File: config.mk
export PLATFORM = sky130hd
export DESIGN_NAME = mem_arbiter
export DESIGN_NICKNAME = d
export VERILOG_FILES = /design/src/rtl/mem_arbiter.sv
export SDC_FILE = /design/constraint.sdc
export NUM_CORES = 1
export LEC_CHECK = 0
export BUFFER_PORTS_ARGS = -buffer_cell sky130_fd_sc_hd__buf_2
export CORE_MARGIN = 10
export CORE_UTILIZATION = 51
export DETAILED_ROUTE_END_ITERATION = 6
export PLACE_DENSITY = 0.86
export SETUP_SLACK_MARGIN = 0.3
export SLEW_MARGIN = 20
export SYNTH_ARGS = -nofsm -noshare
export SYNTH_HDL_FRONTEND = slang
export SYNTH_SLANG_ARGS = --single-unit
File: constraint.sdc
create_clock -name clk_i -period 2.53 [get_ports clk_i]
set_input_delay 0.506 -clock clk_i [delete_from_list [all_inputs] [get_ports clk_i]]
set_output_delay 0.506 -clock clk_i [all_outputs]
set_load 0.02 [all_outputs]
File: src/rtl/mem_arbiter.sv
// mem_arbiter: round-robin arbiter that shares one single-ported, fixed-latency memory
// between the CPU instruction-fetch port and its data-access port.
//
// Each accepted access runs IDLE -> ACCESS (LATENCY cycles) -> DONE (one ack cycle) -> IDLE.
// Address, write enable and write data are latched at grant, so the memory sees stable
// values even if a requester misbehaves and drops its request early.
//
// Ports:
//   clk_i, rst_i               clock; synchronous active-high reset
//   i_req_i, i_addr_i          instruction fetch request (read only) and address
//   i_rdata_o, i_ack_o         fetch data (held until next fetch capture), one-cycle ack
//   d_req_i, d_we_i            data request, 1 = write
//   d_addr_i, d_wdata_i        data address and store data
//   d_rdata_o, d_ack_o         load data (held until next load capture), one-cycle ack
//   mem_en_o, mem_we_o         memory enable / write enable (high only during ACCESS)
//   mem_addr_o, mem_wdata_o    memory address / write data (zero outside ACCESS)
//   mem_rdata_i                memory read data, valid in the last ACCESS cycle
//   busy_o                     high whenever an access is in flight (not IDLE)
module mem_arbiter #(
  parameter int unsigned ADDR_W  = 32,
  parameter int unsigned DATA_W  = 32,
  parameter int unsigned LATENCY = 2
) (
  input  logic              clk_i,
  input  logic              rst_i,

  input  logic              i_req_i,
  input  logic [ADDR_W-1:0] i_addr_i,
  output logic [DATA_W-1:0] i_rdata_o,
  output logic              i_ack_o,

  input  logic              d_req_i,
  input  logic              d_we_i,
  input  logic [ADDR_W-1:0] d_addr_i,
  input  logic [DATA_W-1:0] d_wdata_i,
  output logic [DATA_W-1:0] d_rdata_o,
  output logic              d_ack_o,

  output logic              mem_en_o,
  output logic              mem_we_o,
  output logic [ADDR_W-1:0] mem_addr_o,
  output logic [DATA_W-1:0] mem_wdata_o,
  input  logic [DATA_W-1:0] mem_rdata_i,

  output logic              busy_o
);

  // Counter needs to hold LATENCY-1; keep at least one bit for LATENCY=1.
  localparam int unsigned CntW = (LATENCY > 1) ? $clog2(LATENCY) : 1;
  localparam logic [CntW-1:0] CntInit = CntW'(LATENCY - 1);

  localparam logic GntInstr = 1'b0;
  localparam logic GntData  = 1'b1;

  typedef enum logic [1:0] {
    StIdle,
    StAccess,
    StDone
  } state_e;

  state_e            state_q, state_d;
  logic              gnt_q, gnt_d;
  logic              last_gnt_q, last_gnt_d;
  logic [CntW-1:0]   cnt_q, cnt_d;
  logic [ADDR_W-1:0] addr_q, addr_d;
  logic              we_q, we_d;
  logic [DATA_W-1:0] wdata_q, wdata_d;
  logic [DATA_W-1:0] i_rdata_q, i_rdata_d;
  logic [DATA_W-1:0] d_rdata_q, d_rdata_d;

  // Data wins when it is the only requester, or on a tie when instr was granted last.
  logic win_data;
  assign win_data = d_req_i & (~i_req_i | (last_gnt_q == GntInstr));

  always_comb begin
    state_d    = state_q;
    gnt_d      = gnt_q;
    last_gnt_d = last_gnt_q;
    cnt_d      = cnt_q;
    addr_d     = addr_q;
    we_d       = we_q;
    wdata_d    = wdata_q;
    i_rdata_d  = i_rdata_q;
    d_rdata_d  = d_rdata_q;

    unique case (state_q)
      StIdle: begin
        if (i_req_i || d_req_i) begin
          gnt_d      = win_data;
          last_gnt_d = win_data;
          addr_d     = win_data ? d_addr_i : i_addr_i;
          we_d       = win_data & d_we_i;
          wdata_d    = win_data ? d_wdata_i : '0;
          cnt_d      = CntInit;
          state_d    = StAccess;
        end
      end
      StAccess: begin
        if (cnt_q == '0) begin
          // Writes leave the port's read-data register untouched.
          if (!we_q) begin
            if (gnt_q == GntData) begin
              d_rdata_d = mem_rdata_i;
            end else begin
              i_rdata_d = mem_rdata_i;
            end
          end
          state_d = StDone;
        end else begin
          cnt_d = cnt_q - CntW'(1);
        end
      end
      StDone: begin
        state_d = StIdle;
      end
      default: begin
        state_d = StIdle;
      end
    endcase
  end

  always_ff @(posedge clk_i) begin
    if (rst_i) begin
      state_q    <= StIdle;
      gnt_q      <= GntInstr;
      last_gnt_q <= GntData;
      cnt_q      <= '0;
      addr_q     <= '0;
      we_q       <= 1'b0;
      wdata_q    <= '0;
      i_rdata_q  <= '0;
      d_rdata_q  <= '0;
    end else begin
      state_q    <= state_d;
      gnt_q      <= gnt_d;
      last_gnt_q <= last_gnt_d;
      cnt_q      <= cnt_d;
      addr_q     <= addr_d;
      we_q       <= we_d;
      wdata_q    <= wdata_d;
      i_rdata_q  <= i_rdata_d;
      d_rdata_q  <= d_rdata_d;
    end
  end

  logic in_access;
  logic in_done;
  assign in_access = (state_q == StAccess);
  assign in_done   = (state_q == StDone);

  always_comb begin
    mem_en_o    = in_access;
    mem_we_o    = in_access & we_q;
    mem_addr_o  = in_access ? addr_q : '0;
    mem_wdata_o = in_access ? wdata_q : '0;
    i_ack_o     = in_done & (gnt_q == GntInstr);
    d_ack_o     = in_done & (gnt_q == GntData);
    i_rdata_o   = i_rdata_q;
    d_rdata_o   = d_rdata_q;
    busy_o      = (state_q != StIdle);
  end

endmodule

==> results of run 1 <==
==> synthesized netlist by cell type <==
cell type / instances
sky130_fd_sc_hd__a21bo_2: 1
sky130_fd_sc_hd__a21boi_2: 1
sky130_fd_sc_hd__a21oi_1: 37
sky130_fd_sc_hd__a21oi_4: 1
sky130_fd_sc_hd__a22o_1: 33
sky130_fd_sc_hd__a311oi_1: 32
sky130_fd_sc_hd__and2_1: 65
sky130_fd_sc_hd__and3_1: 2
sky130_fd_sc_hd__and3b_1: 1
sky130_fd_sc_hd__buf_1: 1
sky130_fd_sc_hd__buf_2: 12
sky130_fd_sc_hd__buf_4: 8
sky130_fd_sc_hd__buf_6: 13
sky130_fd_sc_hd__clkbuf_1: 17
sky130_fd_sc_hd__clkbuf_2: 1
sky130_fd_sc_hd__dfxtp_1: 134
sky130_fd_sc_hd__inv_1: 2
sky130_fd_sc_hd__mux2i_1: 64
sky130_fd_sc_hd__nand2_1: 68
sky130_fd_sc_hd__nand2b_1: 96
sky130_fd_sc_hd__nand2b_4: 1
sky130_fd_sc_hd__nand3_2: 1
sky130_fd_sc_hd__nor2_1: 4
sky130_fd_sc_hd__nor3_1: 1
sky130_fd_sc_hd__nor3b_1: 1
sky130_fd_sc_hd__nor4_4: 1
sky130_fd_sc_hd__o21ai_0: 1
sky130_fd_sc_hd__o21bai_1: 1
sky130_fd_sc_hd__or2_1: 1
==> sequential cells by signal, indices dropped and copies added (netlist names) <==
name and cells:
addr_q 32, cnt_q 1, d_rdata_o 32, gnt_q 1, i_rdata_o 32, last_gnt_q 1, state_q 2, wdata_q 32
we_q 1
==> layout make-up <==
type / instances / area, µm² / share of cell area, %
diodes: 1 / 2.50 / 0.0324
clock buffers: 18 / 429 / 5.55
clock inverters: 14 / 175 / 2.27
inverters: 2 / 7.51 / 0.0971
multi-input cells: 413 / 2810 / 36.4
flip-flops and latches: 134 / 2680 / 34.7
well taps: 143 / 179 / 2.32
repair buffers: 278 / 1440 / 18.6
==> cells by family after synthesis <==
family,Yosys count,share of synthesized area (%)
AO/OA/AOI/OAI,107,13.8
AND/OR/NAND/NOR,242,23.3
flip-flops,134,46.0
multiplexers,64,11.0
buffers and inverters,54,5.94
==> metrics by stage <==
step | std cells | hold WS (ns) | setup WS, ns | power (mW)
final | 1003 | 0.313 | 0.369 | 5.71
after global routing | 1003 | 0.306 | 0.276 | 5.93
after CTS | 1002 | 0.298 | 0.314 | 5.74
after detailed placement | 970 | 0.451 | 0.734 | 3.25
after global placement | 970 | 0.449 | 0.764 | 3.23
after floorplan | 601 | 0.434 | 0.806 | 2.96
==> power groups by stage <==
stage	sequential, mW	combinational [mW]	clock, mW
2_1_floorplan	2.42	0.545	0
3_3_place_gp	2.38	0.851	0
3_5_place_dp	2.38	0.866	0
4_1_cts	2.34	0.870	2.53
5_1_grt	2.36	0.945	2.63
6_report	2.34	0.865	2.51
==> repair_timing <==
| action | 4_1_cts | 5_1_grt |
|---|---|---|
| buffers inserted | 0 | 0 |
| resized for setup | 0 | 1 |
| endpoints found under the setup margin | 0 | 41 |
| endpoints found under the hold margin | 0 | 0 |
==> per-layer routing <==
metal,track usage [%],wire (µm)
met2,34.3,8640
met3,7.61,1390
met1,23.4,7190
met4,5.96,201
met5,0,0
==> worst max-delay path by stage <==
| stage | endpoint | slack, ns | cells past startpoint | startpoint |
|---|---|---|---|---|
| after floorplan | mem_wdata_o[10] | 0.81 | 4 | state_q[0] |
| after global placement | addr_q[1] | 0.76 | 5 | d_req_i |
| after detailed placement | addr_q[14] | 0.73 | 5 | d_req_i |
| after CTS | mem_addr_o[25] | 0.31 | 5 | state_q[0] |
| after global routing | mem_addr_o[26] | 0.28 | 5 | state_q[0] |
| final | mem_wdata_o[27] | 0.37 | 5 | state_q[0] |
==> summary by stage, run 1 <==
Cells and area
Fill cells in the final layout number 913. Once layout is complete, the utilization of the core stands at 68.3%. The library cell used most frequently in the layout, excluding fill and tap cells, is sky130_fd_sc_hd__buf_2. Relative to the synthesized area, the layout overhead comes to 32.4%. The net total in the final layout is 979.

The post-route cell area is 7730 µm². The library cells used most frequently in the layout, excluding fill and tap cells, are sky130_fd_sc_hd__buf_2 (265), sky130_fd_sc_hd__dfxtp_1 (134), sky130_fd_sc_hd__nand2b_1 (96), sky130_fd_sc_hd__nand2_1 (68), sky130_fd_sc_hd__and2_1 (65). Of the cells placed in the final design, the portion with a size suffix greater than 1 is 36.9%.

Detailed routing
The average wire per standard cell is 17.4 µm. The iteration-0 DRC count of the detailed router is 352. The residual DRC count is 0.

Dividing the detail-routed via count by the number of cells gives 5.16. The pre-antenna-repair detailed-routing pass consisted of 4 iterations. The final layout contains routed wiring with a total length of 17.4 mm.

The detail route stage leaves a number of antenna-violating nets equal to 0. The total number of vias is 5179.

Hold path
The path with the worst hold slack has its endpoint at wdata_q[30]. Counting instances, the worst hold path has a depth of 2. The hold path startpoint is d_wdata_i[30].

The worst hold-check path type is input port to flop.

Setup path
In this run the critical register-to-register path is launched from state_q[1]. The number of cells on the worst reg-to-reg path is 6. The worst setup path is launched from a flop.

The endpoint kind of the worst setup timing path is an output pin. The data required time of the worst path is 2.02 ns. The buffers plus inverters on the worst setup path is 3. The maximum fanout encountered on the critical timing path is 26. STA puts the critical path data arrival time at 1.66 ns.

The worst setup path is of the flop to output pin kind. The critical path goes through nand2b_4 > inv_1 > buf_4 > and2_1 > buf_2. On the worst path, the slowest cell contributes a delay of 0.42 ns. The worst register-to-register path ends at d_rdata_o[12]. The largest delay contributor family on the critical path is buffers and inverters. The reg-to-reg setup timing slack is 0.77 ns.

The highest-delay cell along the critical path is sky130_fd_sc_hd__dfxtp_1.

Placement
Routability-driven placement finished with a final weighted congestion of 0.812. The estimated wirelength of the detail-placed design is 12.6 mm. The number of port buffers is 265.

The instance area at placement is 7120 µm².

Run
The number of maximum-capacitance violations is 0.

Pwr
In this run the power spent charging and discharging nets is 1.54 mW. Of the total power, the share spent switching nets is 26.9%. The internal portion of total power is 4.18 mW.

Summed over all cells, the static leakage comes to 3.88 nW. The power density over the cells is 739 nW/µm². The highest ir drop seen on vdd is 0.455 mV. The clock network fraction of design power is 43.9%. Combinational logic burns 15.1% of the power. The share of total power in sequential cells is 41.0%.

CTS
No sink is reached through more buffers than the 2 on the longest clock path. Clock latency on the worst-skew pair, taken at its later pin, is 0.40 ns. TritonCTS built the clock tree.

The library cell used as clock root buffer is sky130_fd_sc_hd__clkbuf_16. After clock tree synthesis, the clock-pin slew on the worst setup and hold paths is 0.06 ns. The number of hold buffers added after CTS was 0. The H-tree was split into 4 levels. The number of clock sinks is 134.

The number of clock buffers inserted by TritonCTS is 17.

Synth
The share of Yosys cell area claimed by the top area cell type is 46.0%. The number of distinct library cells after synthesis is 29. Each instance of the synthesized netlist takes up on average 9.71 µm².

By area the synthesized netlist is led by sky130_fd_sc_hd__dfxtp_1 (46%), sky130_fd_sc_hd__mux2i_1 (11%), sky130_fd_sc_hd__nand2b_1 (10%), sky130_fd_sc_hd__and2_1 (7.0%), sky130_fd_sc_hd__a22o_1 (5.0%). After synthesis the cells add up to 5840 µm². The biggest area contributor in the post-synthesis netlist is sky130_fd_sc_hd__dfxtp_1. In this run, synthesis produced a sequential element count of 134.

The number of nets in the synthesized netlist is 734. Yosys printed 0 warnings. The number of cells produced by synthesis is 601. The register area share after synthesis is 46.0%.

STA
The worst pin sits at a relative slew slack of 61.2%. The max-slew violation count is 0. The highest attainable clock frequency is 0.463 GHz. Setup repair after global routing could not meet its margin everywhere. The final worst-path cycle share is 85.4%. Counting I/O delays and the setup requirement, the final critical path takes 2.16 ns. Adding up every negative setup slack in the final design gives 0 ns. At the pin with the least slew margin, the transition time is 0.582 ns. The final setup violation count is 0. The worst clock skew on the final layout is 0.00729 ns. The count of final hold-check violations came to 0.

Die
The floorplan step set the die width to 127 µm. The die span in y is 127 µm. The number of placement rows is 39. For this configuration, the core starts out at a cell density of 51.6%.

The I/O pin count is 266. The region available for standard cell placement spans 11300 µm². The full die area is 16100 µm².

Global routing
The maximum number of pins on one net before global-route repair is 84. The via count of the first global-routing pass was 5190. The initial antenna violation count came to 1.

The wire length of the first global-routing pass is 26.9 mm. Across every metal layer, demand over resource in global routing totals 20.3%. The aggregate global routing overflow is 0.

Status
The run finished with clean final reports.
(Power assumes the default switching activity.)
==> run 2, diff against run 1 <==
Settings changed: CORE_UTILIZATION 51 to 45, CTS_BUF_LIST from default to sky130_fd_sc_hd__clkbuf_2 sky130_fd_sc_hd__clkbuf_4 sky130_fd_sc_hd__clkbuf_8, PLACE_DENSITY 0.86 to 0.77.
==> run 2 against run 1 <==
Net effect: die area is 11% higher; sequential power about the same; sequential share of layout area increased by 0.51 points; global-route usage shrank 1.7 points; non-clock buffer count is 1 lower; via count decreased by 2.8%; cell area decreased by 1.4%; core utilization shrank 8.1 points; clock power shrank 24%; clock skew rose by 0.0021 ns; worst setup slack better by 0.062 ns; flip-flop and latch count unchanged.
==> summary by stage, run 2 (same netlist as run 1, synthesis figures left out) <==
Status
Result of the run: finished, final reports clean (unchanged).

CTS
The clock slew at the register clock pins of the worst setup and hold paths is 0.08 ns (was 0.06 ns). The maximum clock path buffer count is 2 (unchanged). The number of clock buffers inserted by TritonCTS came to 17 (unchanged). The CTS tree is built (unchanged). The number of clock sinks is 134 (unchanged).

The library cell used as clock root buffer is sky130_fd_sc_hd__clkbuf_8 (was sky130_fd_sc_hd__clkbuf_16). The total setup buffers inserted after CTS is 0 (unchanged). The clock network latency to the later pin of the worst-skew pair is 0.43 ns (was 0.40 ns). The total number of H-tree levels came to 4 (unchanged).

The number of buffers inserted by hold repair at cts was 0 (unchanged).

Hold path
The hold path startpoint is d_wdata_i[18] (was d_wdata_i[30]). The hold-critical path endpoint is wdata_q[18] (was wdata_q[30]). The worst hold-check path type is input port to flop (unchanged). The count of cells along the worst hold path is 2 (unchanged).

Placement
The estimated wirelength of the detail-placed design is 12.6 mm (about the same). The number of cells in the design after placement is 998 (was 970). The global placement routability congestion came to 0.824 (was 0.812). The number of port buffers is 265 (unchanged). The instance area at placement came to 7160 µm² (was 7120 µm²).

Cells and area
The layout overhead on the synthesized area is 30.5% (was 32.4%). The proportion of layout cells with a drive suffix above 1 came to 37.2% (was 36.9%). Most frequent cells in the layout: sky130_fd_sc_hd__buf_2 (265), sky130_fd_sc_hd__dfxtp_1 (133), sky130_fd_sc_hd__nand2b_1 (96), sky130_fd_sc_hd__nand2_1 (68), sky130_fd_sc_hd__and2_1 (65) (was sky130_fd_sc_hd__buf_2 (265), sky130_fd_sc_hd__dfxtp_1 (134), sky130_fd_sc_hd__nand2b_1 (96), sky130_fd_sc_hd__nand2_1 (68), sky130_fd_sc_hd__and2_1 (65)). The most frequent standard cell in the layout excluding fill and tap cells was sky130_fd_sc_hd__buf_2 (unchanged).

The net total in the final layout is 978 (was 979). The number of antenna repair diodes is 0 (was 1). The post-route cell area came to 7620 µm² (was 7730 µm²). The final standard cell count with taps included and fillers excluded is 1030 (was 1003).

Setup path
The type of the setup path with the least slack is flop to output pin (unchanged). The maximum fanout encountered on the critical timing path is 38 (was 26). The reg-to-reg setup timing slack is 0.86 ns (was 0.77 ns). The endpoint kind of the worst setup timing path is an output pin (unchanged). The category of the worst setup path launch point is a flop (unchanged). The worst setup path startpoint is state_q[1] (was state_q[0]). The critical register-to-register path startpoint is state_q[1] (unchanged). The data arrival time of the worst path is 1.59 ns (was 1.66 ns). The number of cells on the worst reg-to-reg path is 6 (unchanged). The data required time of the worst path is 2.02 ns (about the same). The reg-to-reg critical path endpoint is d_rdata_o[24] (was d_rdata_o[12]).

Detailed routing
The sum of routed wire length over all layers came to 17.1 mm (was 17.4 mm). The average wire per standard cell is 16.6 µm (was 17.4 µm). The iteration-0 DRC count of the detailed router is 212 (was 352). The number of nets still failing antenna checks after routing is 0 (unchanged). The mean number of vias per cell is 4.89 (was 5.16). The number of detailed-route iterations in the first pass was 7 (was 4). The total number of vias came to 5035 (was 5179). The residual DRC count is 0 (unchanged).

Die
The area of the core is 12700 µm² (was 11300 µm²). The die span in y is 134 µm (was 127 µm). The number of placement rows came to 41 (was 39). The full die area came to 17900 µm² (was 16100 µm²). The I/O pin count was 266 (unchanged).

The horizontal extent of the die is 134 µm (was 127 µm). The initial standard-cell utilization of the core is 46.1% (was 51.6%).

Pwr
The power density over the cells came to 670 nW/µm² (was 739 nW/µm²). The highest ir drop seen on vdd is 0.316 mV (was 0.455 mV). The static leakage power is 3.80 nW (was 3.88 nW). The total power of the final layout is 5.11 mW (was 5.71 mW).

Global routing
The aggregate global routing overflow is 0 (unchanged). The maximum number of pins on one net before global-route repair is 97 (was 84). The combined global-route utilization of all metal layers is 18.6% (was 20.3%).

The initial antenna violation count is 0 (was 1). The via count of the first global-routing pass was 5228 (was 5190). The wire length of the first global-routing pass was 27.0 mm (was 26.9 mm).

STA
The worst-margin pin slew came to 0.610 ns (was 0.582 ns). Setup repair after global routing missed its margin: no (was yes). The highest attainable clock frequency is 0.476 GHz (was 0.463 GHz). The count of final hold-check violations is 0 (unchanged). The final setup violation count is 0 (unchanged). The final worst-path cycle share is 83.0% (was 85.4%). The clock period minus worst slack is 2.10 ns (was 2.16 ns). The worst slew slack as a fraction of its limit came to 59.3% (was 61.2%). The max-slew violation count is 0 (unchanged). The total negative slack for setup checks is 0 ns (unchanged).

The worst clock skew on the final layout is 0.00934 ns (was 0.00729 ns).

Run
The number of maximum-capacitance violations is 0 (unchanged).
[run 2: cell count changes in the layout (fill, tap and decap cells not counted), sizes merged]
cell | before | now
buf | 278 | 277
clkbuf | 18 | 21
clkinv | 6 | 4
clkinvlp | 2 | 3
diode | 1 | 0
inv | 5 | 3
[run 2: power breakdown]
| part | switching (mW) | internal [mW] | total [mW] |
|---|---|---|---|
| clock | 0.824 | 1.08 | 1.90 |
| sequential | 0.0825 | 2.26 | 2.34 |
| combinational | 0.499 | 0.367 | 0.867 |
[run 2: worst max path at each step]
stage	endpoint	cells past startpoint	slack, ns
2_1_floorplan	mem_wdata_o[10]	4	0.81
3_3_place_gp	mem_wdata_o[30]	5	0.80
3_5_place_dp	addr_q[31]	4	0.77
4_1_cts	mem_addr_o[11]	5	0.30
5_1_grt	mem_wdata_o[30]	5	0.32
6_report	mem_wdata_o[30]	5	0.43
[run 2: cell type report]
cell class	instances	area (µm²)
Clock buffer	21	289
Multi-Input combinational cell	413	2810
Inverter	2	7.51
Sequential cell	134	2680
Tap cell	172	215
Fill cell	1133	5050
Timing Repair Buffer	277	1470
Clock inverter	11	145
[run 2: repair_timing]
| item | CTS | global route |
|---|---|---|
| endpoints found under the setup margin | 1 | 57 |
| gates resized for setup | 1 | 7 |
| cloned | 0 | 0 |
[run 2: layer usage]
layer  vias up  part of all wire, %  global-route usage [%]  routed length, µm
met1      2272                   41                    20.5               6920
met5         -                    0                       0                  0
met3        28                   11                    9.56               1850
met4         0                  2.0                    6.83                349
met2       190                   47                    29.9               7940
li1       2545                    -                       -                  -
[run 2: per-stage QoR]
step                      utilization (%)  hold WS, ns  setup WS [ns]
after floorplan                         -        0.434          0.806
after global placement               56.5        0.450          0.797
after detailed placement             56.5        0.452          0.767
after CTS                            60.0        0.245          0.303
after global routing                 60.1        0.246          0.318
final                                60.1        0.284          0.431
[run 2: critical path, cell delays in order, from the launching register on]
cell	delay (ns)
sky130_fd_sc_hd__dfxtp_1	0.34
sky130_fd_sc_hd__nand2b_4	0.17
sky130_fd_sc_hd__inv_2	0.11
sky130_fd_sc_hd__buf_12	0.17
sky130_fd_sc_hd__and2_1	0.19
sky130_fd_sc_hd__buf_2	0.18
==> run 3, diff against run 2 <==
Clock period 2.53 ns to 2.1 ns, I/O delays scaled along.
==> run 3 against run 2 <==
Net effect: non-clock buffer count grew 17; sequential power is 21% higher; die area unchanged; cell area is 8.9% higher; highest routed layer unchanged; largest cell class unchanged.
==> summary by stage, run 3 (same netlist as run 1, synthesis figures left out) <==
Run
The number of maximum-capacitance violations is 0 (unchanged).

STA
The count of final hold-check violations is 0 (unchanged). The total negative slack for setup checks is 0 ns (unchanged). For this run, the top clock speed supported by timing is 0.518 GHz. The max-slew violation count is 0 (unchanged).

The final setup violation count is 0 (unchanged). The worst clock skew on the final layout is 0.00748 ns (was 0.00934 ns). The clock period could shrink to 1.93 ns. In the finished design, the share of the clock period the worst path needs comes to 92.0%.

The worst slew slack as a fraction of its limit is 75.4% (was 59.3%). The worst-margin pin slew is 0.369 ns (was 0.610 ns). Setup repair after global routing missed its margin: yes (was no). The worst setup slack after layout came to 0.169 ns (was 0.431 ns).

Die
The area of the core came to 12700 µm² (unchanged). The initial standard-cell utilization of the core was 46.1% (unchanged). The die span in y is 134 µm (unchanged). The I/O pin count is 266 (unchanged).

The number of placement rows is 41 (unchanged). The full die area is 17900 µm² (unchanged). The horizontal extent of the die is 134 µm (unchanged).

Setup path
The reg-to-reg setup timing slack is 0.40 ns (was 0.86 ns). The data required time of the worst path is 1.68 ns (was 2.02 ns). The type of the setup path with the least slack was flop to output pin (unchanged). The maximum cell stage delay along the critical path was 0.33 ns (was 0.34 ns).

The category of the worst setup path launch point was a flop (unchanged). The number of cells on the worst reg-to-reg path is 6 (unchanged). The worst setup path startpoint is state_q[1] (unchanged). The maximum fanout encountered on the critical timing path was 5 (was 38). In this design, the critical path's most frequently occurring cell is sky130_fd_sc_hd__buf_6. Cells along the critical path: nand2b_4 > inv_8 > buf_6 > clkbuf_16 > and2_4 > buf_6 (was nand2b_4 > inv_2 > buf_12 > and2_1 > buf_2). The destination of the critical timing path is mem_addr_o[13] (was mem_wdata_o[30]).

The data arrival time of the worst path was 1.51 ns (was 1.59 ns). The reg-to-reg critical path endpoint was wdata_q[2] (was d_rdata_o[24]). The highest-delay cell along the critical path is sky130_fd_sc_hd__dfxtp_2 (was sky130_fd_sc_hd__dfxtp_1). The critical register-to-register path startpoint is state_q[1] (unchanged).

The endpoint kind of the worst setup timing path was an output pin (unchanged).

Global routing
The wire length of the first global-routing pass is 28.6 mm (was 27.0 mm). The initial antenna violation count is 1 (was 0). The aggregate global routing overflow is 0 (unchanged). The maximum number of pins on one net before global-route repair came to 100 (was 97). The combined global-route utilization of all metal layers is 19.6% (was 18.6%). The via count of the first global-routing pass is 5424 (was 5228).

Pwr
The power density over the cells is 779 nW/µm² (was 670 nW/µm²). The highest ir drop seen on vdd is 0.424 mV (was 0.316 mV). The static leakage power came to 4.04 nW (was 3.80 nW).

Hold path
The count of cells along the worst hold path is 2 (unchanged). The worst hold-check path type was input port to flop (unchanged).

Detailed routing
The residual DRC count is 0 (unchanged). The number of detailed-route iterations in the first pass is 4 (was 7). The number of nets still failing antenna checks after routing is 0 (unchanged). The sum of routed wire length over all layers came to 18.6 mm (was 17.1 mm). The iteration-0 DRC count of the detailed router is 252 (was 212).

The mean number of vias per cell was 4.99 (was 4.89). The average wire per standard cell is 17.8 µm (was 16.6 µm). The total number of vias is 5217 (was 5035).

Placement
The global placement routability congestion is 0.801 (was 0.824). The number of port buffers came to 265 (unchanged). The worst setup slack after placement came to 0.383 ns (was 0.767 ns). The number of cells in the design after placement is 1002 (was 998). The estimated wirelength of the detail-placed design is 12.7 mm (was 12.6 mm).

Cells and area
Most frequent cells in the layout: sky130_fd_sc_hd__buf_2 (208), sky130_fd_sc_hd__dfxtp_1 (132), sky130_fd_sc_hd__nand2b_1 (96), sky130_fd_sc_hd__nand2_1 (68), sky130_fd_sc_hd__mux2i_1 (64) (was sky130_fd_sc_hd__buf_2 (265), sky130_fd_sc_hd__dfxtp_1 (133), sky130_fd_sc_hd__nand2b_1 (96), sky130_fd_sc_hd__nand2_1 (68), sky130_fd_sc_hd__and2_1 (65)). The layout overhead on the synthesized area is 42.2% (was 30.5%). The proportion of layout cells with a drive suffix above 1 is 42.8% (was 37.2%).

The most frequent standard cell in the layout excluding fill and tap cells is sky130_fd_sc_hd__buf_2 (unchanged). The net total in the final layout was 995 (was 978). The number of antenna repair diodes is 0 (unchanged). The final standard cell count with taps included and fillers excluded was 1046 (was 1030).

Status
Result of the run: finished, final reports clean (unchanged).

CTS
The maximum clock path buffer count came to 2 (unchanged). The total number of H-tree levels was 4 (unchanged). The number of clock sinks is 134 (unchanged). The CTS tree is built (unchanged).

The clock network latency to the later pin of the worst-skew pair is 0.42 ns (was 0.43 ns). The library cell used as clock root buffer is sky130_fd_sc_hd__clkbuf_8 (unchanged). The number of clock buffers inserted by TritonCTS is 17 (unchanged). The number of buffers inserted by hold repair at cts is 0 (unchanged).

The clock slew at the register clock pins of the worst setup and hold paths is 0.07 ns (was 0.08 ns).
-- run 3: changes by cell type in the layout (fill, tap and decap cells not counted), moves of 2 or more --
cell and change:
sky130_fd_sc_hd__and2_1 -38, sky130_fd_sc_hd__and2_4 +38, sky130_fd_sc_hd__buf_12 +3, sky130_fd_sc_hd__buf_16 +3, sky130_fd_sc_hd__buf_2 -57, sky130_fd_sc_hd__buf_4 +22, sky130_fd_sc_hd__buf_6 +42, sky130_fd_sc_hd__clkbuf_16 +3
sky130_fd_sc_hd__clkbuf_4 +4, sky130_fd_sc_hd__clkbuf_8 -2, sky130_fd_sc_hd__clkinvlp_4 -3
-- run 3: area by class of cell --
class | count | area [µm²]
Clock buffer | 22 | 284
Clock inverter | 9 | 149
Fill cell | 1015 | 4370
Inverter | 2 | 15.0
Multi-Input combinational cell | 413 | 2910
Sequential cell | 134 | 2690
Tap cell | 172 | 215
Timing Repair Buffer | 294 | 2040
-- run 3: through the flow --
step / cell area, µm² / utilization [%] / hold WS, ns / total power [mW]
final: 8300 / 65.5 / 0.208 / 6.47
after global routing: 8300 / 65.5 / 0.178 / 6.74
after CTS: 8100 / 63.9 / 0.169 / 6.43
after detailed placement: 7210 / 56.9 / 0.448 / 3.93
after global placement: 7210 / 56.9 / 0.449 / 3.92
after floorplan: 5840 / - / 0.434 / 3.57
-- run 3: worst min-delay path by stage --
| stage | startpoint | to | slack, ns |
|---|---|---|---|
| finish | d_wdata_i[23] | wdata_q[23] | 0.21 |
| global route | d_wdata_i[21] | wdata_q[21] | 0.18 |
| CTS | d_wdata_i[23] | wdata_q[23] | 0.17 |
| detailed placement | wdata_q[6] | wdata_q[6] | 0.45 |
| global placement | wdata_q[9] | wdata_q[9] | 0.45 |
| floorplan | wdata_q[0] | wdata_q[0] | 0.43 |
-- run 3: routing by layer --
layer | wire length (µm) | GRT usage (%) | vias to the layer above | share of wire, %
li1 | - | - | 2575 | -
met1 | 7560 | 21.6 | 2420 | 41
met2 | 9100 | 32.2 | 199 | 49
met3 | 1620 | 8.36 | 23 | 8.7
met4 | 359 | 8.71 | 0 | 1.9
met5 | 0 | 0 | - | 0
-- run 3: what timing repair did --
item | in CTS | in global routing
gates cloned | 3 | 3
resized for setup | 114 | 38
setup endpoints to repair | 66 | 67
hold endpoints to repair | 0 | 0
pin swaps | 0 | 19
setup buffers | 5 | 2
-- run 3: worst max-delay path, delay by kind of cell, from the launching register on --
family | cells | cell delay (ns)
buffers and inverters | 4 | 0.45
and+or+nand+nor | 2 | 0.30
DFF | 1 | 0.33
-- run 3: report_power, final --
part	internal (mW)	switching [mW]
combinational	0.627	0.678
clock	1.39	0.946
sequential	2.72	0.110
